==> src/rtl/ypkg.sv <==
`default_nettype none
// ============================================================================
// Package  : ypkg
// Purpose  : Shared widths, slot field offsets and FSM encoding for the Y SRAM
//            write-back stage.
// Revision : 1.0 - initial release
// ============================================================================
package ypkg;

  localparam int ADDR_W  = 11;
  localparam int VAL_W   = 24;
  localparam int SLOTS   = 4;
  localparam int SLOT_W  = 64;
  localparam int ROW_W   = SLOTS * SLOT_W;
  localparam int COL_LSB = 48;
  localparam int RE_LSB  = 24;
  localparam int IM_LSB  = 0;

  typedef enum logic [2:0] {
    S_IDLE = 3'd0,
    S_RD_D = 3'd1,
    S_WT_D = 3'd2,
    S_WR_D = 3'd3,
    S_RD_N = 3'd4,
    S_WT_N = 3'd5,
    S_WR_N = 3'd6
  } state_t;

endpackage
`default_nettype wire

==> src/rtl/yslot_merge.sv <==
`default_nettype none
// ============================================================================
// Module   : yslot_merge
// Purpose  : Replaces the value field of the lowest selected slot in a Y row,
//            keeping the column tag; flags a select that is not one-hot.
// Revision : 1.0 - initial release
// ============================================================================
module yslot_merge
  import ypkg::*;
(
  input  logic [ROW_W-1:0]   row,
  input  logic [SLOTS-1:0]   one_hot,
  input  logic [2*VAL_W-1:0] val,
  output logic [ROW_W-1:0]   new_row,
  output logic               err
);

  logic [SLOTS-1:0] sel;

  // Isolate the lowest set bit so a multi-bit select writes exactly one slot.
  assign sel = one_hot & (~one_hot + SLOTS'(1));
  assign err = (one_hot == '0) || ((one_hot & (one_hot - SLOTS'(1))) != '0);

  generate
    for (genvar k = 0; k < SLOTS; k++) begin : g_slot
      assign new_row[k*SLOT_W +: SLOT_W] = sel[k]
        ? {row[k*SLOT_W+COL_LSB +: SLOT_W-COL_LSB],
           val[2*VAL_W-1:VAL_W],
           val[VAL_W-1:0]}
        : row[k*SLOT_W +: SLOT_W];
    end
  endgenerate

endmodule
`default_nettype wire

==> src/rtl/ysram_writeback.sv <==
`default_nettype none
// ============================================================================
// Module   : ysram_writeback
// Purpose  : Read-modify-writes one admittance value into the diagonal slot and
//            its saturated negation into the off-diagonal slot of the Y SRAM.
// Revision : 1.0 - initial release
// ============================================================================
module ysram_writeback
  import ypkg::*;
(
  input  logic                clock,
  input  logic                reset,
  input  logic                wb_valid,
  output logic                wb_ready,
  input  logic [2*VAL_W-1:0]  wb_yVal,
  input  logic [ADDR_W-1:0]   wb_diagAddr,
  input  logic [ADDR_W-1:0]   wb_nonDiagAddr,
  input  logic [SLOTS-1:0]    wb_diagOneHot,
  input  logic [SLOTS-1:0]    wb_nonDiagOneHot,
  output logic [ADDR_W-1:0]   wb_memAddr,
  output logic                wb_memRdEn,
  output logic                wb_memWrEn,
  output logic [ROW_W-1:0]    wb_memWrData,
  input  logic [ROW_W-1:0]    wb_memRdData,
  output logic                wb_done,
  output logic                wb_err
);

  state_t state, state_nx;

  logic [2*VAL_W-1:0] y_val;
  logic [ADDR_W-1:0]  diag_addr;
  logic [ADDR_W-1:0]  nd_addr;
  logic [SLOTS-1:0]   diag_oh;
  logic [SLOTS-1:0]   nd_oh;
  logic               wr_ok;

  logic [2*VAL_W-1:0] neg_val;
  logic [2*VAL_W-1:0] m_val;
  logic [SLOTS-1:0]   m_oh;
  logic [ROW_W-1:0]   m_row;
  logic               m_err;
  logic               in_nd;

  // The most negative component has no positive twin; clamp it instead.
  function automatic logic [VAL_W-1:0] neg_sat(input logic [VAL_W-1:0] x);
    if (x == {1'b1, {(VAL_W-1){1'b0}}})
      return {1'b0, {(VAL_W-1){1'b1}}};
    return (~x) + VAL_W'(1);
  endfunction

  assign neg_val = {neg_sat(y_val[2*VAL_W-1:VAL_W]), neg_sat(y_val[VAL_W-1:0])};
  assign in_nd   = (state == S_WT_N);
  assign m_val   = in_nd ? neg_val : y_val;
  assign m_oh    = in_nd ? nd_oh : diag_oh;

  yslot_merge u_merge (
    .row     (wb_memRdData),
    .one_hot (m_oh),
    .val     (m_val),
    .new_row (m_row),
    .err     (m_err)
  );

  always_comb begin
    state_nx   = state;
    wb_ready   = 1'b0;
    wb_memRdEn = 1'b0;
    wb_memWrEn = 1'b0;
    case (state)
      S_IDLE: begin
        wb_ready = 1'b1;
        if (wb_valid) state_nx = S_RD_D;
      end
      S_RD_D: begin
        wb_memRdEn = 1'b1;
        state_nx   = S_WT_D;
      end
      S_WT_D: state_nx = S_WR_D;
      S_WR_D: begin
        wb_memWrEn = wr_ok;
        state_nx   = S_RD_N;
      end
      S_RD_N: begin
        wb_memRdEn = 1'b1;
        state_nx   = S_WT_N;
      end
      S_WT_N: state_nx = S_WR_N;
      S_WR_N: begin
        wb_memWrEn = wr_ok;
        state_nx   = S_IDLE;
      end
      default: state_nx = S_IDLE;
    endcase
  end

  always_ff @(posedge clock or posedge reset) begin
    if (reset) begin
      state        <= S_IDLE;
      y_val        <= '0;
      diag_addr    <= '0;
      nd_addr      <= '0;
      diag_oh      <= '0;
      nd_oh        <= '0;
      wr_ok        <= 1'b0;
      wb_memAddr   <= '0;
      wb_memWrData <= '0;
      wb_done      <= 1'b0;
      wb_err       <= 1'b0;
    end else begin
      state   <= state_nx;
      wb_done <= (state == S_WR_N);
      case (state)
        S_IDLE: begin
          if (wb_valid) begin
            y_val      <= wb_yVal;
            diag_addr  <= wb_diagAddr;
            nd_addr    <= wb_nonDiagAddr;
            diag_oh    <= wb_diagOneHot;
            nd_oh      <= wb_nonDiagOneHot;
            wb_memAddr <= wb_diagAddr;
          end
        end
        // Read data arrives here; merge it straight into the write-data register.
        S_WT_D, S_WT_N: begin
          wb_memWrData <= m_row;
          wr_ok        <= |m_oh;
          if (m_err) wb_err <= 1'b1;
        end
        S_WR_D: wb_memAddr <= nd_addr;
        default: ;
      endcase
    end
  end

endmodule
`default_nettype wire

==> config.mk <==
export PLATFORM = sky130hd
export DESIGN_NAME = ysram_writeback
export DESIGN_NICKNAME = d
export VERILOG_FILES = /design/src/rtl/ypkg.sv /design/src/rtl/yslot_merge.sv /design/src/rtl/ysram_writeback.sv
export SDC_FILE = /design/constraint.sdc
export NUM_CORES = 1
export LEC_CHECK = 0
export CORE_AREA = 8 8 229 231
export CTS_BUF_LIST = sky130_fd_sc_hd__clkbuf_8
export CTS_CLUSTER_DIAMETER = 100
export DETAILED_ROUTE_END_ITERATION = 8
export DIE_AREA = 0 0 237 239
export PLACE_DENSITY_LB_ADDON = 0.12
export SYNTH_ARGS = -nofsm -noshare
export SYNTH_HDL_FRONTEND = slang
export SYNTH_HIERARCHICAL = 1
export SYNTH_SLANG_ARGS = --single-unit
export TNS_END_PERCENT = 1
==> constraint.sdc <==
create_clock -name clock -period 20.9 [get_ports clock]
set_input_delay 4.18 -clock clock [delete_from_list [all_inputs] [get_ports clock]]
set_output_delay 4.18 -clock clock [all_outputs]
set_load 0.02 [all_outputs]
==> results_dict.tcl <==
set metrics [dict create \
    pwr-share-comb_pct 55.1 \
    dp.final_hpwl_mm 43.7 \
    globalRouteOverflowTotal 0 \
    synth_seq_cells 340 \
    status "finished, final reports clean" \
    rows 81 \
    r2r-start "state[1]" \
    postRouteWirelength_mm 59.2 \
    nFillCells 4360 \
    p_int_uw 2570 \
    cp_max_fo 141 \
    hold_depth 1 \
    fin_worst_skew_ns 0.0211 \
    start_util_pct 34.8 \
    die_x_um 237 \
    cts_tree "done" \
    dieArea_um2 56600 \
    placed_cells 2394 \
    grt_setup_unrepaired "no" \
    ys_seq_area_share_pct 50.3 \
    ant_nets 0 \
    reg2reg_to "wb_memWrData[78]" \
    grt_pass1_vias 13400 \
    min_period_ns 6.49 \
    hold_class "reg -> reg" \
    drive_gt1_share_pct 31.8 \
    antenna_found_initial 8 \
    synth-edff-count 0 \
    final_nets 2173 \
    peakVddDrop_uv 76.7 \
    viasPerCell 4.92 \
    die_h_um 239 \
    clkPwrFrac_pct 15.7 \
    relSlewSlack_pct 29.1 \
    yosys_warnings 6 \
    clk_latency_ns 0.65 \
    grt_max_degree 142 \
    path_class "in -> async" \
    reg2reg_slack_ns 16.83 \
    hold_viol_final 0 \
    fin_tns_setup_ns 0 \
    ioPinCount 609 \
    num_vias 12400 \
    syn-num-nets 1628 \
    ys_types 60 \
    min_from "wb_err" \
    numPortBuffers 608 \
    syn_inst 1289 \
    wl_per_cell_um 23.6 \
    cts_buffer_depth 3 \
    cellPowerDensity_nw_per_um2 172 \
    clk_pin_slew_worst_paths_ns 0.06 \
    multi_input_area_um2 7510 \
    seq_power_share_pct 29.2 \
    ff_latch_area_um2 8510 \
    dr.pass1.iters 4 \
    core_um2 48500 \
    leakage_uw 0.00979 \
    cts_sinks 340 \
    startpoint_type "primary input" \
    gp_congestion 0.796 \
    sw_frac_of_total_pct 38.8 \
    cts-hold-fix-buffers 0 \
    required_ns 21.54 \
    whs_ns 0.459 \
    avgSynthCellArea_um2 13.1 \
    grt_use_total_pct 20.3 \
    cap_violations 0 \
    drcViolationCount 0 \
    setup_violations 0 \
    cts-resized-gates 0 \
    synth_area_um2 16900 \
    cts_buffers 60 \
    grt_pass1_wl_mm 88.0 \
    switching_power_uw 1630 \
    cts_root_buffer "clkbuf_8" \
    holdPathEnd "wb_err" \
    period_share_pct 31.0 \
    htree_levels 2 \
    stdcell_count 2512 \
    fmax_ghz 0.154 \
    ys.flop_type "dfrtp_1" \
    drt_first_iter_violations 407 \
    ys_async_sr_fraction_pct 100 \
    report.final.slew_viol_count 0 \
    tightest_slew_ns 1.06 \
    end_kind "asynchronous set/reset pin" \
    area_growth_pct 44.4 \
    critPathArrivalTime_ns 7.13 \
    reg2reg_depth 7 \
    post-cts-setup-buffer-count 0 \
]
[cells in the final DEF (no fill, tap or decap), drive strengths merged, types with 5 or more instances in the layout]
master / instances
nor2: 35
xnor2: 7
diode: 5
inv: 26
a21o: 6
or4: 6
o21ai: 50
a211o: 8
mux2: 512
clkinv: 12
clkbuf: 84
nand2: 40
nor4: 7
dfrtp: 340
mux2i: 12
buf: 16
clkdlybuf4s50: 608
or3: 6
nand3: 6
a21oi: 24
o31ai: 8
xor2: 9
nor3: 18
[per-stage QoR]
step | instance area (µm²) | util (%) | setup WS, ns | power [µW]
4_1_cts | 24400 | 50.2 | 14.35 | 4280
3_5_place_dp | 23100 | 47.5 | 13.67 | 3590
6_report | 24400 | 50.3 | 14.41 | 4200
2_1_floorplan | 16900 | - | 7.30 | 2610
3_3_place_gp | 23100 | 47.5 | 13.61 | 3560
5_1_grt | 24400 | 50.2 | 14.03 | 4460
[logic make-up (layout without fill, tap and decap cells)]
| group | Yosys count | after routing | share of synthesized area, % |
|---|---|---|---|
| adder cells (fa/ha/maj) | 2 | 2 | 0.148 |
| buffers and inverters | 153 | 749 | 5.40 |
| AND/OR/NAND/NOR | 142 | 142 | 4.43 |
| XOR/XNOR | 16 | 16 | 0.829 |
| AO/OA/AOI/OAI | 112 | 112 | 4.02 |
| flip-flops | 340 | 340 | 50.3 |
| multiplexers | 524 | 524 | 34.8 |
| other | 0 | 5 | 0 |
[how the worst max path moves through the flow]
| stage | from | to | slack (ns) | cells past startpoint |
|---|---|---|---|---|
| after detailed placement | reset | wb_memWrData[158] | 13.67 | 4 |
| final | reset | wb_memWrData[156] | 14.41 | 4 |
| after global placement | reset | wb_memWrData[158] | 13.61 | 4 |
| after global routing | reset | wb_memWrData[214] | 14.03 | 4 |
| after CTS | reset | wb_memWrData[84] | 14.35 | 4 |
| after floorplan | reset | diag_oh[0] | 7.30 | 1 |
[state kept, by name (all words and copies together), names as in the netlist, 3 cells and up]
signal / cells
diag_oh: 4
nd_addr: 11
nd_oh: 4
state: 3
wb_memAddr: 11
wb_memWrData: 256
y_val: 48
[Yosys cell counts (all sizes together) (2+ instances only)]
cell	count	share of area, %
o21ai	50	1.5
or4	6	0.31
nor3	18	0.53
nor3b	3	0.16
nor2b	2	0.074
buf	107	4.4
nor4b	2	0.19
dfrtp	340	50
or4b	2	0.12
nand4b	3	0.16
nand3	6	0.18
mux2	512	34
nand2	40	0.89
nor4	7	0.30
ha	2	0.15
mux2i	12	0.71
o41ai	2	0.10
a211oi	2	0.089
and3	4	0.15
o31ai	8	0.38
or2	2	0.089
a21o	6	0.28
clkbuf	34	0.76
a211o	8	0.43
a31oi	4	0.15
a21oi	24	0.71
xnor2	7	0.36
nor2	35	0.78
or3	6	0.24
xor2	9	0.47
inv	12	0.27
[layer usage]
| metal | up-vias | GRT usage [%] | wire [µm] |
|---|---|---|---|
| met5 | - | 0 | 54 |
| met4 | 8 | 5.41 | 1260 |
| met3 | 85 | 7.19 | 4510 |
| met2 | 376 | 36.0 | 30600 |
| met1 | 6208 | 22.9 | 22800 |
| li1 | 5680 | - | - |
[critical path, stage by stage]
cell,delay (ns)
clkdlybuf4s50_1,0.49
inv_8,0.69
buf_12,0.64
buf_4,0.83
[final cells by class]
type                            instances  area share, %
Sequential cell                       340           34.9
Multi-Input combinational cell        796           30.8
Timing Repair Buffer                  624           25.5
Clock buffer                           84           4.74
Tap cell                              622           3.19
Clock inverter                         29          0.646
Inverter                               12          0.215
Antenna cell                            5         0.0513
[power groups by stage]
stage	Sequential [µW]	Combinational (µW)	Clock, µW
6_report	1230	2320	659
3_5_place_dp	1240	2360	0
3_3_place_gp	1220	2340	0
2_1_floorplan	1530	1090	0
5_1_grt	1280	2470	710
4_1_cts	1230	2360	686
Note: power is estimated with default switching activity, not from simulation.
